**config.mk**
```make
export PLATFORM = sky130hd
export DESIGN_NAME = ex_mem_stage
export DESIGN_NICKNAME = d
export VERILOG_FILES = /design/src/rtl/ex_mem_stage.sv
export SDC_FILE = /design/constraint.sdc
export NUM_CORES = 1
export LEC_CHECK = 0
export CORE_ASPECT_RATIO = 1.75
export CORE_MARGIN = 8
export CORE_UTILIZATION = 47
export DETAILED_ROUTE_END_ITERATION = 8
export PLACE_DENSITY = 0.84
export SKIP_LAST_GASP = 1
export SYNTH_ARGS = -nofsm -noshare
export SYNTH_HDL_FRONTEND = slang
export SYNTH_SLANG_ARGS = --single-unit
```
**constraint.sdc**
```tcl
create_clock -name clk -period 2.45 [get_ports clk]
set_input_delay 0.735 -clock clk [delete_from_list [all_inputs] [get_ports clk]]
set_output_delay 0.735 -clock clk [all_outputs]
set_load 0.02 [all_outputs]
```
**src/rtl/ex_mem_stage.sv**
```systemverilog
// EX->MEM pipeline register with a 2-entry skid buffer, overflow-trap detection,
// a sticky exception PC and a saturating trap counter.
module ex_mem_stage #(
  parameter int DATA_W = 32,
  parameter int REG_AW = 5,
  parameter int CNT_W  = 8
) (
  input  logic              clk,
  input  logic              rst_n,
  input  logic              flush,
  input  logic              ex_valid,
  output logic              ex_ready,
  input  logic [3:0]        ex_alu_ctrl,
  input  logic [DATA_W-1:0] ex_s,
  input  logic              ex_zero,
  input  logic              ex_carry,
  input  logic              ex_ovf,
  input  logic [DATA_W-1:0] ex_store_data,
  input  logic [REG_AW-1:0] ex_rd,
  input  logic              ex_reg_write,
  input  logic              ex_mem_read,
  input  logic              ex_mem_write,
  input  logic              ex_trap_en,
  input  logic [DATA_W-1:0] ex_pc,
  output logic              mem_valid,
  input  logic              mem_ready,
  output logic [DATA_W-1:0] mem_addr_res,
  output logic              mem_zero,
  output logic              mem_carry,
  output logic [DATA_W-1:0] mem_store_data,
  output logic [REG_AW-1:0] mem_rd,
  output logic              mem_reg_write,
  output logic              mem_mem_read,
  output logic              mem_mem_write,
  output logic              mem_exc,
  output logic              exc_pending,
  output logic [DATA_W-1:0] exc_epc,
  input  logic              exc_ack,
  output logic [CNT_W-1:0]  ovf_count
);

  typedef struct packed {
    logic [DATA_W-1:0] s;
    logic              zero;
    logic              carry;
    logic [DATA_W-1:0] store_data;
    logic [REG_AW-1:0] rd;
    logic              reg_write;
    logic              mem_read;
    logic              mem_write;
    logic              exc;
  } entry_t;

  localparam logic [3:0] CTRL_ADD = 4'b0010;
  localparam logic [3:0] CTRL_SUB = 4'b0110;

  entry_t main_q, skid_q, in_entry;
  logic   main_valid, skid_valid;
  logic   trap, accept;

  assign trap   = ex_ovf & ex_trap_en & ((ex_alu_ctrl == CTRL_ADD) | (ex_alu_ctrl == CTRL_SUB));
  // ready depends only on registered state, never on mem_ready
  assign ex_ready = rst_n & ~skid_valid;
  assign accept   = ex_valid & ex_ready & ~flush;

  always_comb begin
    in_entry.s          = ex_s;
    in_entry.zero       = ex_zero;
    in_entry.carry      = ex_carry;
    in_entry.store_data = ex_store_data;
    in_entry.rd         = ex_rd;
    in_entry.reg_write  = ex_reg_write & ~trap;
    in_entry.mem_read   = ex_mem_read & ~trap;
    in_entry.mem_write  = ex_mem_write & ~trap;
    in_entry.exc        = trap;
  end

  always_ff @(posedge clk) begin
    if (!rst_n) begin
      main_valid  <= 1'b0;
      skid_valid  <= 1'b0;
      main_q      <= '0;
      skid_q      <= '0;
      exc_pending <= 1'b0;
      exc_epc     <= '0;
      ovf_count   <= '0;
    end else begin
      if (flush) begin
        main_valid <= 1'b0;
        skid_valid <= 1'b0;
      end else if (!main_valid || mem_ready) begin
        if (skid_valid) begin
          // skid full implies ex_ready=0, so no input competes for main here
          main_q     <= skid_q;
          main_valid <= 1'b1;
          skid_valid <= 1'b0;
        end else begin
          main_valid <= accept;
          if (accept) main_q <= in_entry;
        end
      end else if (accept) begin
        skid_q     <= in_entry;
        skid_valid <= 1'b1;
      end

      if (accept && trap) begin
        // first unacknowledged trap wins unless the ack retires it this cycle
        if (!exc_pending || exc_ack) exc_epc <= ex_pc;
        exc_pending <= 1'b1;
        if (ovf_count != {CNT_W{1'b1}}) ovf_count <= ovf_count + CNT_W'(1);
      end else if (exc_ack) begin
        exc_pending <= 1'b0;
      end
    end
  end

  assign mem_valid      = main_valid;
  assign mem_addr_res   = main_q.s;
  assign mem_zero       = main_q.zero;
  assign mem_carry      = main_q.carry;
  assign mem_store_data = main_q.store_data;
  assign mem_rd         = main_q.rd;
  assign mem_reg_write  = main_q.reg_write;
  assign mem_mem_read   = main_q.mem_read;
  assign mem_mem_write  = main_q.mem_write;
  assign mem_exc        = main_q.exc;

endmodule
```
==> impl_results.md, run 1 <==
- Status: finished, final reports clean
- Async set-reset flop share out of synthesis: 0
- Cell Pwr Density: 604 nW/µm²
- Unique masters post-synth: 35
- WP buf/inv: 3
- Max cap viols: 0
- RSZ-0062 raised after global routing: no
- Number of flops mapped to enable cells by yosys: 0
- Vias in the first global route: 6,464
- R2R depth: 4
- CTS tree: yes
- Critical path peak fanout: 3
- Hold path endpoint: skid_q[27]
- Final setup viols: 0
- Crit path from: rst_n
- PortBufs: 234
- Global-route usage over all layers: 0.203
- Synth Cell Area: 7530 µm²
- Worst path slowest cell: clkdlybuf4s50_1
- Register bit total from synthesis: 193
- Startpoint Class: input port
- Net Sw Power: 1.59 mW
- DRC viols: 0
- Total wire length after detailed routing: 20,800 µm
- Worst-case hold slack: 0.454 ns
- Final hold vios: 0
- Worst Hold Depth: 2
- Syn. warnings: 0
- Ports: 236
- ANT nets after route: 0
- Minimum clock period: 2.36 ns
- Post-CTS sizing: 0
- Vert. Die Dim: 183 µm
- Num CTS Buffers: 17
- Clock skew: 0.0107 ns
- Initial DRC Count: 381
- Family with the most delay on the worst path: buffers and inverters
- Crit-path cells: buf_2 > inv_4 > nor2_2 > clkdlybuf4s50_1
- Area taken by multi-input logic gates: 3330 µm²
- HPWL after DPL: 14,700 µm
- Reg2reg setup slack: 0.55 ns
- Reg area: 3870 µm²
- Design Area, Final: 10,700 µm²
- Longest Clk Path Bufs: 2
- Nets: 1,190
- Seq/Total Area, Yosys: 0.513
- Type of the worst setup path: in -> out
- Min-delay src: skid_q[27]
- Crit. End Element: output port
- VDD IR-drop max: 0.000398 V
- Gp weighted congestion: 0.826
- WL/cell: 16.3 µm
- Clk pwr share: 0.407
- Worst-margin pin slew: 0.808 ns
- Die Wd: 112 µm
- Root Driver: clkbuf_16
- Fin Setup TNS: 0 ns
- Worst EP arrival: 1.63 ns
- Core Area: 15,800 µm²
- Layout cell share with drive strength beyond 1: 0.0572
- Area Overhead vs Synth: 41.7%
- Cell taking the most area after synthesis: dfxtp_1
- Initial Util: 0.477
- Drt pass-1 iters: 4
- Worst-skew pair later-pin latency: 0.42 ns
- Peak Freq: 424 MHz
- Fin. max-slew vios: 0
- Final worst-path cycle share: 0.964
- Relative slew slack: 0.461
- WP data required: 1.71 ns
- Comb pwr share: 0.094
- Lkg Pwr: 3.47 nW
- Synth area leaders: dfxtp_1, mux2i_1, nand2_1, a211oi_1, a21oi_1
- R2r endpoint: mem_store_data[3]
- Row count: 61
- Antenna violations before repair: 0
- Synth Flop Type: dfxtp_1
- CTS sink count: 193
- Post-DP Area: 10,100 µm²
- RR Startpoint: skid_valid
- Int Power: 4.86 mW
- Syn avg cell area: 8.64 µm²
- Largest net degree at the start of global routing: 155
- DIE AREA: 20,500 µm²
- Hold Crit Class: reg -> reg
- First-pass GRT wire length: 33,700 µm
- Syn Inst Count: 871
- Fill count: 1,274
- Register share of total power: 0.499
- Stages on worst setup path: 4
- Overflow after GRT: 0
- CP peak stage delay: 0.65 ns
- Vias per inst: 5.37
- Yosys top cell area share: 0.513
- Clock slew at reported path FFs: 0.07 ns
- # diodes: 0
- Switch share: 0.246
- Cts hold-fix bufs: 0
- Vias post-DR: 6,839
- H-tree depth: 4
- Setup bufs post-CTS: 0
- Syn_nets: 990
-- cells by family after synthesis --
family	share of synthesized area
flip-flops	0.513
multiplexers	0.0957
adder cells (fa/ha/maj)	0.00166
AND/OR/NAND/NOR	0.180
AO/OA/AOI/OAI	0.163
buffers and inverters	0.0462
-- worst max path at each step --
| stage | end | slack (ns) |
|---|---|---|
| after floorplan | ex_ready | 0.06 |
| after CTS | ex_ready | 0.06 |
| after global placement | mem_addr_res[23] | -0.1 |
| final | ex_ready | 0.09 |
| after global routing | ex_ready | 0.005 |
| after detailed placement | mem_addr_res[21] | -0.17 |
-- area by class of cell --
cell class	instances	share of cell area
flip-flops and latches	193	0.363
well taps	189	0.0222
clock inverters	13	0.0111
inverters	3	0.00129
multi-input cells	600	0.312
clock buffers	19	0.0406
repair buffers	256	0.250
-- metrics by stage --
stage | total power, mW | setup slack [ns] | instances | util
6_report | 6.44 | 0.0891 | 1273 | 0.675
5_1_grt | 6.71 | 0.00481 | 1273 | 0.675
4_1_cts | 6.51 | 0.0623 | 1273 | 0.675
3_5_place_dp | 3.90 | -0.168 | 1241 | 0.640
3_3_place_gp | 3.89 | -0.0962 | 1241 | 0.640
2_1_floorplan | 3.54 | 0.0553 | 871 | -
-- cells in the final DEF, fill, tap and decap left out, types with 3 or more instances in the layout --
| cell | synthesis | routed |
|---|---|---|
| a211oi_1 | 71 | 71 |
| mux2i_1 | 72 | 72 |
| a21oi_1 | 84 | 84 |
| nand2b_1 | 3 | 3 |
| inv_8 | 0 | 4 |
| nand2_1 | 188 | 187 |
| clkinv_4 | 0 | 5 |
| buf_12 | 0 | 13 |
| a31oi_1 | 3 | 3 |
| clkdlybuf4s50_1 | 0 | 233 |
| o31ai_1 | 3 | 3 |
| nand3b_1 | 3 | 3 |
| o21ai_0 | 38 | 38 |
| dfxtp_1 | 193 | 192 |
| nand3_1 | 39 | 39 |
| or4_1 | 3 | 3 |
| nor2_1 | 73 | 72 |
| clkbuf_16 | 0 | 17 |
| buf_4 | 5 | 9 |
-- state kept, by name (all words and copies together), names as in the netlist --
signal / flops
skid_q: 75
mem_mem_write: 1
mem_carry: 1
exc_pending: 1
mem_reg_write: 1
mem_mem_read: 1
ovf_count: 8
mem_exc: 1
mem_store_data: 32
mem_rd: 5
mem_zero: 1
exc_epc: 32
mem_valid: 1
skid_valid: 1
mem_addr_res: 32
-- power by group through the flow --
| stage | registers (mW) | clock network (mW) | logic, mW |
|---|---|---|---|
| after global placement | 3.29 | 0 | 0.604 |
| final | 3.22 | 2.62 | 0.609 |
| after CTS | 3.22 | 2.68 | 0.615 |
| after floorplan | 3.34 | 0 | 0.197 |
| after detailed placement | 3.29 | 0 | 0.613 |
| after global routing | 3.22 | 2.83 | 0.657 |
-- tightest hold or removal path: cells and delay by family (launching register included) --
kind	cells	cell delay, ns
flip-flops	1	0.31
AND/OR/NAND/NOR	1	0.05
AO/OA/AOI/OAI	1	0.05
-- routing by layer --
metal,vias to the layer above,global-route usage,routed length [µm]
met5,-,0,0
met2,211,0.344,10400
met3,40,0.0510,1100
li1,3415,-,-
met4,0,0.110,858
met1,3173,0.229,8460
-- Yosys cell counts (2+ instances only) --
| cell type | count |
|---|---|
| o21ai_0 | 38 |
| mux2i_1 | 72 |
| and4_1 | 2 |
| clkbuf_1 | 43 |
| or3_1 | 2 |
| buf_1 | 3 |
| dfxtp_1 | 193 |
| nand4_1 | 2 |
| or4_1 | 3 |
| o31ai_1 | 3 |
| nand3b_1 | 3 |
| a31oi_1 | 3 |
| o41ai_1 | 2 |
| nor2_1 | 73 |
| a211oi_1 | 71 |
| buf_2 | 23 |
| a21oi_1 | 84 |
| buf_4 | 5 |
| nand2b_1 | 3 |
| nand3_1 | 39 |
| inv_1 | 3 |
| nand2_1 | 188 |
Power figures use the tool's default switching activity.
==> inputs of run 2 (changes only) <==
--- a/config.mk
+++ b/config.mk
@@ -5,7 +5,7 @@
 export SDC_FILE = /design/constraint.sdc
 export NUM_CORES = 1
 export LEC_CHECK = 0
-export CORE_ASPECT_RATIO = 1.75
+export CORE_ASPECT_RATIO = 1.25
 export CORE_MARGIN = 8
 export CORE_UTILIZATION = 47
 export DETAILED_ROUTE_END_ITERATION = 8
==> impl_results.md, run 2 (synthesized netlist as in run 1, its figures left out) <==
- Core Area: 15,600 µm² (-1.0%)
- Final core utilization: 0.686 (+0.0114)
- Family with the most delay on the worst path: buffers and inverters
- Nets: 1,187 (-0.25%)
- Overflow after GRT: 0 (unchanged)
- Largest net degree at the start of global routing: 155 (unchanged)
- Die Wd: 129 µm (+16%)
- Final worst-path cycle share: 0.956 (-0.00796)
- PortBufs: 234 (unchanged)
- Layout cell share with drive strength beyond 1: 0.0546 (-0.00262)
- Initial DRC Count: 413 (+8.4%)
- Peak Freq: 427 MHz (+0.83%)
- Post-CTS sizing: 0 (unchanged)
- Vias in the first global route: 6,447 (-0.26%)
- Type of the worst setup path: in -> out
- # placed instances: 1,261 (+1.6%)
- Clock slew at reported path FFs: 0.07 ns (about the same)
- Post-DP Area: 10,100 µm² (-0.43%)
- Cts hold-fix bufs: 0 (unchanged)
- Met2 WL: 10,400 µm (about the same)
- Lkg Pwr: 3.48 nW (+0.48%)
- Row count: 51 (-16%)
- H-tree depth: 4 (unchanged)
- Crit. End Element: output port
- Hold Crit Class: reg -> reg
- Num CTS Buffers: 17 (unchanged)
- Drt pass-1 iters: 5 (+1)
- Worst-case hold slack: 0.454 ns (-0.000561 ns)
- Register share of total power: 0.466 (-0.033)
- Int Power: 5.39 mW (+11%)
- Most common cell after layout, fill and taps aside: clkdlybuf4s50_1
- Net Sw Power: 1.51 mW (-4.9%)
- Status: finished, final reports clean
- Minimum clock period: 2.34 ns (-0.0195 ns)
- WP data required: 1.71 ns (about the same)
- Biggest register: skid_q
- Global-route usage over all layers: 0.205 (+0.00206)
- Worst EP arrival: 1.61 ns (-0.02 ns)
- Min-delay src: skid_q[39]
- Vias post-DR: 6,774 (-0.95%)
- Fin. max-slew vios: 0 (unchanged)
- Comb pwr share: 0.088 (-0.006)
- Gp weighted congestion: 0.771 (-6.6%)
- Clock skew: 0.00964 ns (-0.00106 ns)
- HPWL after DPL: 14,600 µm (-0.68%)
- ANT nets after route: 0 (unchanged)
- Switch share: 0.219 (-0.0276)
- Antenna violations before repair: 1 (+1)
- DRC viols: 0 (unchanged)
- Cell Pwr Density: 643 nW/µm² (+6.4%)
- Longest Clk Path Bufs: 2 (unchanged)
- Crit-path cells: buf_2 > inv_4 > nor2_2 > clkdlybuf4s50_1
- Met3 WL: 1640 µm (+49%)
- Vert. Die Dim: 158 µm (-14%)
- WP buf/inv: 3 (unchanged)
- First-pass GRT wire length: 33,000 µm (-2.3%)
- RR Startpoint: skid_valid
- Design Area, Final: 10,700 µm² (+0.62%)
- VDD IR-drop max: 0.000414 V (+3.9%)
- Relative slew slack: 0.450 (-0.0113)
- Worst path slowest cell: clkdlybuf4s50_1
- Ports: 236 (unchanged)
- Largest register FFs: 75 (unchanged)
- WL/cell: 16.3 µm (-0.51%)
- CTS tree: yes
- Metal-1 WL: 8380 µm (-1.1%)
- Vias per inst: 5.23 (-2.6%)
- Max cap viols: 0 (unchanged)
- Critical path peak fanout: 3 (unchanged)
- DIE AREA: 20,300 µm² (-0.65%)
- Worst-skew pair later-pin latency: 0.43 ns (about the same)
- Non-Filler Instances: 1,294 (+1.6%)
- Total wire length after detailed routing: 21,000 µm (+1.1%)
- Most frequent cells in the layout: clkdlybuf4s50_1, dfxtp_1, nand2_1, a21oi_1
- Final setup viols: 0 (unchanged)
- Fin Setup TNS: 0 ns (unchanged)
- Root Driver: clkbuf_16
- Area Overhead vs Synth: 42.5%
- CTS sink count: 193 (unchanged)
- Worst-margin pin slew: 0.825 ns (+0.0169 ns)
- Clk pwr share: 0.446 (+0.039)
- Crit path from: rst_n
- DR top layer: met4
- Startpoint Class: input port
- Final hold vios: 0 (unchanged)
- Setup bufs post-CTS: 0 (unchanged)
- RSZ-0062 raised after global routing: no
- CP peak stage delay: 0.61 ns (-0.04 ns)
- Initial Util: 0.482 (+0.00503)
==> run 2: cell types whose count changed in the layout (fill, tap and decap cells not counted), sizes merged <==
cell      before  now
inv            9    6
clkinv         6    1
clkinvlp       1    2
diode          0    1
bufinv         0    5
buf           23   20
clkbuf        19   21
==> run 2: power by group through the flow <==
stage	clock network (mW)	registers [mW]	logic (mW)
after detailed placement	0	3.29	0.606
after floorplan	0	3.34	0.197
final	3.08	3.22	0.605
after CTS	3.14	3.22	0.610
after global routing	3.28	3.22	0.652
after global placement	0	3.28	0.597
==> run 2: cell type report <==
class,count,area [µm²]
flip-flops and latches,193,3870
repair buffers,253,2590
well taps,212,265
multi-input cells,600,3330
fillers,1214,4900
clock inverters,11,199
clock buffers,21,460
inverters,3,13.8
diodes,1,2.50
==> run 2: path summary, 6_finish.rpt <==
| kind | to | slack [ns] | cells after the start |
|---|---|---|---|
| hold / removal | skid_q[39] | 0.45 | 2 |
| setup / recovery | ex_ready | 0.11 | 4 |
| hold reg to reg | skid_q[39] | 0.45 | 2 |
| setup reg to reg | mem_store_data[17] | 0.66 | 5 |
==> run 2: worst register-to-register path, stage by stage (launching register included) <==
cell      delay (ns)
dfxtp_4         0.36
buf_4           0.46
o211a_4         0.33
buf_12          0.23
nor2_1          0.08
a211oi_1        0.24
==> run 2: through the flow <==
step,setup slack [ns],power (mW)
after floorplan,0.0553,3.54
after global placement,-0.0231,3.88
after detailed placement,-0.0807,3.89
after CTS,0.108,6.96
after global routing,0.0896,7.15
final,0.109,6.90
==> run 2: routing by layer <==
metal / vias up / track usage
met3: 41 / 0.0630
li1: 3402 / -
met5: - / 0
met1: 3124 / 0.229
met2: 207 / 0.346
met4: 0 / 0.0998
==> inputs of run 3 (changes only) <==
--- a/config.mk
+++ b/config.mk
@@ -5,11 +5,14 @@
 export SDC_FILE = /design/constraint.sdc
 export NUM_CORES = 1
 export LEC_CHECK = 0
+export ABC_CLOCK_PERIOD_IN_PS = 2450
+export CELL_PAD_IN_SITES_DETAIL_PLACEMENT = 1
+export CELL_PAD_IN_SITES_GLOBAL_PLACEMENT = 1
 export CORE_ASPECT_RATIO = 1.25
 export CORE_MARGIN = 8
-export CORE_UTILIZATION = 47
+export CORE_UTILIZATION = 34
 export DETAILED_ROUTE_END_ITERATION = 8
-export PLACE_DENSITY = 0.84
+export PLACE_DENSITY = 0.83
 export SKIP_LAST_GASP = 1
 export SYNTH_ARGS = -nofsm -noshare
 export SYNTH_HDL_FRONTEND = slang
==> impl_results.md, run 3 (synthesized netlist as in run 1, its figures left out) <==
- Status: finished, final reports clean
- Cts hold-fix bufs: 0 (unchanged)
- Biggest register: skid_q
- Vias per inst: 5.03 (-3.9%)
- Min-delay src: skid_q[57]
- Global-route usage over all layers: 0.170 (-0.0349)
- VDD IR-drop max: 0.000450 V (+8.7%)
- Crit. End Element: output port
- Type of the worst setup path: reg -> out
- Worst-margin pin slew: 0.764 ns (-0.0612 ns)
- Initial DRC Count: 241 (-42%)
- Lkg Pwr: 3.50 nW (+0.44%)
- Crit-path cells: clkdlybuf4s50_1
- Minimum clock period: 2.28 ns (-0.0580 ns)
- RR Startpoint: skid_valid
- Hold Crit Class: reg -> reg
- HPWL after DPL: 16,300 µm (+12%)
- Comb pwr share: 0.092 (+0.004)
- Clk pwr share: 0.430 (-0.016)
- H-tree depth: 4 (unchanged)
- Hold path endpoint: skid_q[57]
- Worst Hold Depth: 2 (unchanged)
- Pre-CTS worst setup slack: -0.210 ns (-0.129 ns)
- Worst path slowest cell: clkdlybuf4s50_1
- Die Wd: 149 µm (+15%)
- Final worst-path cycle share: 0.932 (-0.0237)
- PortBufs: 234 (unchanged)
- Cell Pwr Density: 622 nW/µm² (-3.3%)
- Gp weighted congestion: 0.741 (-4.0%)
- Register share of total power: 0.478 (+0.012)
- Setup bufs post-CTS: 0 (unchanged)
- Largest register FFs: 75 (unchanged)
- Initial Util: 0.342 (-0.139)
- Fill count: 2,597 (+110%)
- R2r endpoint: mem_store_data[19]
- Vert. Die Dim: 182 µm (+16%)
- ANT nets after route: 0 (unchanged)
- Drt pass-1 iters: 5 (unchanged)
- CP peak stage delay: 0.66 ns (+0.05 ns)
- Nets: 1,192 (+0.42%)
- RSZ-0062 raised after global routing: no
- First-pass GRT wire length: 37,200 µm (+13%)
- Reg area: 3870 µm² (unchanged)
- WP data required: 1.71 ns (about the same)
- Num CTS Buffers: 17 (unchanged)
- Peak Freq: 438 MHz (+2.5%)
- Worst EP arrival: 1.55 ns (-0.06 ns)
- Clock slew at reported path FFs: 0.08 ns (about the same)
- Non-Filler Instances: 1,370 (+5.9%)
- Vias in the first global route: 7,129 (+11%)
- Switch share: 0.253 (+0.0342)
- WL/cell: 17.2 µm (+5.5%)
- Worst-skew pair later-pin latency: 0.43 ns (about the same)
- Max cap viols: 0 (unchanged)
- DRC viols: 0 (unchanged)
- Area taken by multi-input logic gates: 3330 µm² (unchanged)
- Most frequent cells in the layout: clkdlybuf4s50_1, dfxtp_1, nand2_1, a21oi_1
- Worst-case hold slack: 0.455 ns (+0.00128 ns)
- CTS tree: yes
- Startpoint Class: flop
- DIE AREA: 27,200 µm² (+34%)
- Total wire length after detailed routing: 23,500 µm (+12%)
- Final setup viols: 0 (unchanged)
- CTS sink count: 193 (unchanged)
- Vias post-DR: 6,891 (+1.7%)
- # placed instances: 1,337 (+6.0%)
- Int Power: 5.02 mW (-6.9%)
- Layout cell share with drive strength beyond 1: 0.0617 (+0.00712)
- Most common cell after layout, fill and taps aside: clkdlybuf4s50_1
- Largest net degree at the start of global routing: 155 (unchanged)
- Net Sw Power: 1.70 mW (+13%)
- WP buf/inv: 1 (-2)
- R2R depth: 5 (unchanged)
- Longest Clk Path Bufs: 2 (unchanged)
- Final hold vios: 0 (unchanged)
- Clock skew: 0.0170 ns (+0.00736 ns)
- Relative slew slack: 0.491 (+0.0408)
- Post-CTS sizing: 0 (unchanged)
- Fin. max-slew vios: 0 (unchanged)
- Reg2reg setup slack: 0.53 ns (-0.13 ns)
- Overflow after GRT: 0 (unchanged)
- Root Driver: clkbuf_16
- Core Area: 22,000 µm² (+41%)
- Ports: 236 (unchanged)
- Family with the most delay on the worst path: buffers and inverters
- Antenna violations before repair: 1 (unchanged)
- Row count: 61 (+20%)
- Critical path peak fanout: 8 (+5)
- Area Overhead vs Synth: 43.5%
- Final Worst Setup Slack: 0.167 ns (+0.0580 ns)
==> run 3: cell types whose count changed in the layout (fill, tap and decap cells not counted), sizes merged <==
cell and delta:
buf +6, inv +6, bufinv -4, clkbuf -3, clkinv +3, clkinvlp -2
clkdlybuf4s50 -1
==> run 3: per-layer routing <==
layer	part of all wire	vias to the layer above	routed length, µm	track usage
li1	-	3408	-	-
met1	0.42	3288	9960	0.191
met2	0.49	171	11600	0.296
met3	0.063	24	1480	0.0523
met4	0.021	0	490	0.0611
met5	0	-	0	0
==> run 3: worst max-delay path by stage <==
| stage | start | end | slack, ns | cells past startpoint |
|---|---|---|---|---|
| after global placement | flush | skid_q[1] | -0.08 | 8 |
| after CTS | ovf_count[2] | ovf_count[2] | 0.14 | 1 |
| after global routing | ovf_count[2] | ovf_count[2] | 0.10 | 1 |
| final | ovf_count[2] | ovf_count[2] | 0.17 | 1 |
| after detailed placement | flush | mem_store_data[19] | -0.21 | 7 |
| after floorplan | rst_n | ex_ready | 0.06 | 5 |
==> run 3: cell type report <==
type / instances / share of cell area
tap: 283 / 0.0328
timing repair buffer: 258 / 0.242
clock inverter: 14 / 0.0168
multi-input combinational: 600 / 0.308
antenna: 1 / 0.000232
clock buffer: 18 / 0.0406
sequential: 193 / 0.358
inverter: 3 / 0.00127
==> run 3: worst register-to-register path, delay by kind of cell (launching register included) <==
kind                   cells  cell delay, ns
AND/OR/NAND/NOR            1            0.07
AO/OA/AOI/OAI              2            0.62
flip-flops                 1            0.37
buffers and inverters      2            0.77
==> run 3: power by group through the flow <==
stage / sequential [mW] / clock (mW) / combinational (mW)
finish: 3.21 / 2.89 / 0.616
detailed placement: 3.29 / 0 / 0.620
floorplan: 3.34 / 0 / 0.197
CTS: 3.22 / 2.97 / 0.624
global route: 3.22 / 3.13 / 0.664
global placement: 3.29 / 0 / 0.608
==> run 3: per-stage QoR <==
stage | total power [mW] | utilization | TNS (ns) | area [µm²]
finish | 6.72 | 0.492 | 0 | 10800
global route | 7.02 | 0.492 | 0 | 10800
CTS | 6.81 | 0.491 | 0 | 10800
detailed placement | 3.91 | 0.463 | -14.01 | 10200
global placement | 3.90 | 0.463 | -5.40 | 10200
floorplan | 3.54 | - | 0 | 7530
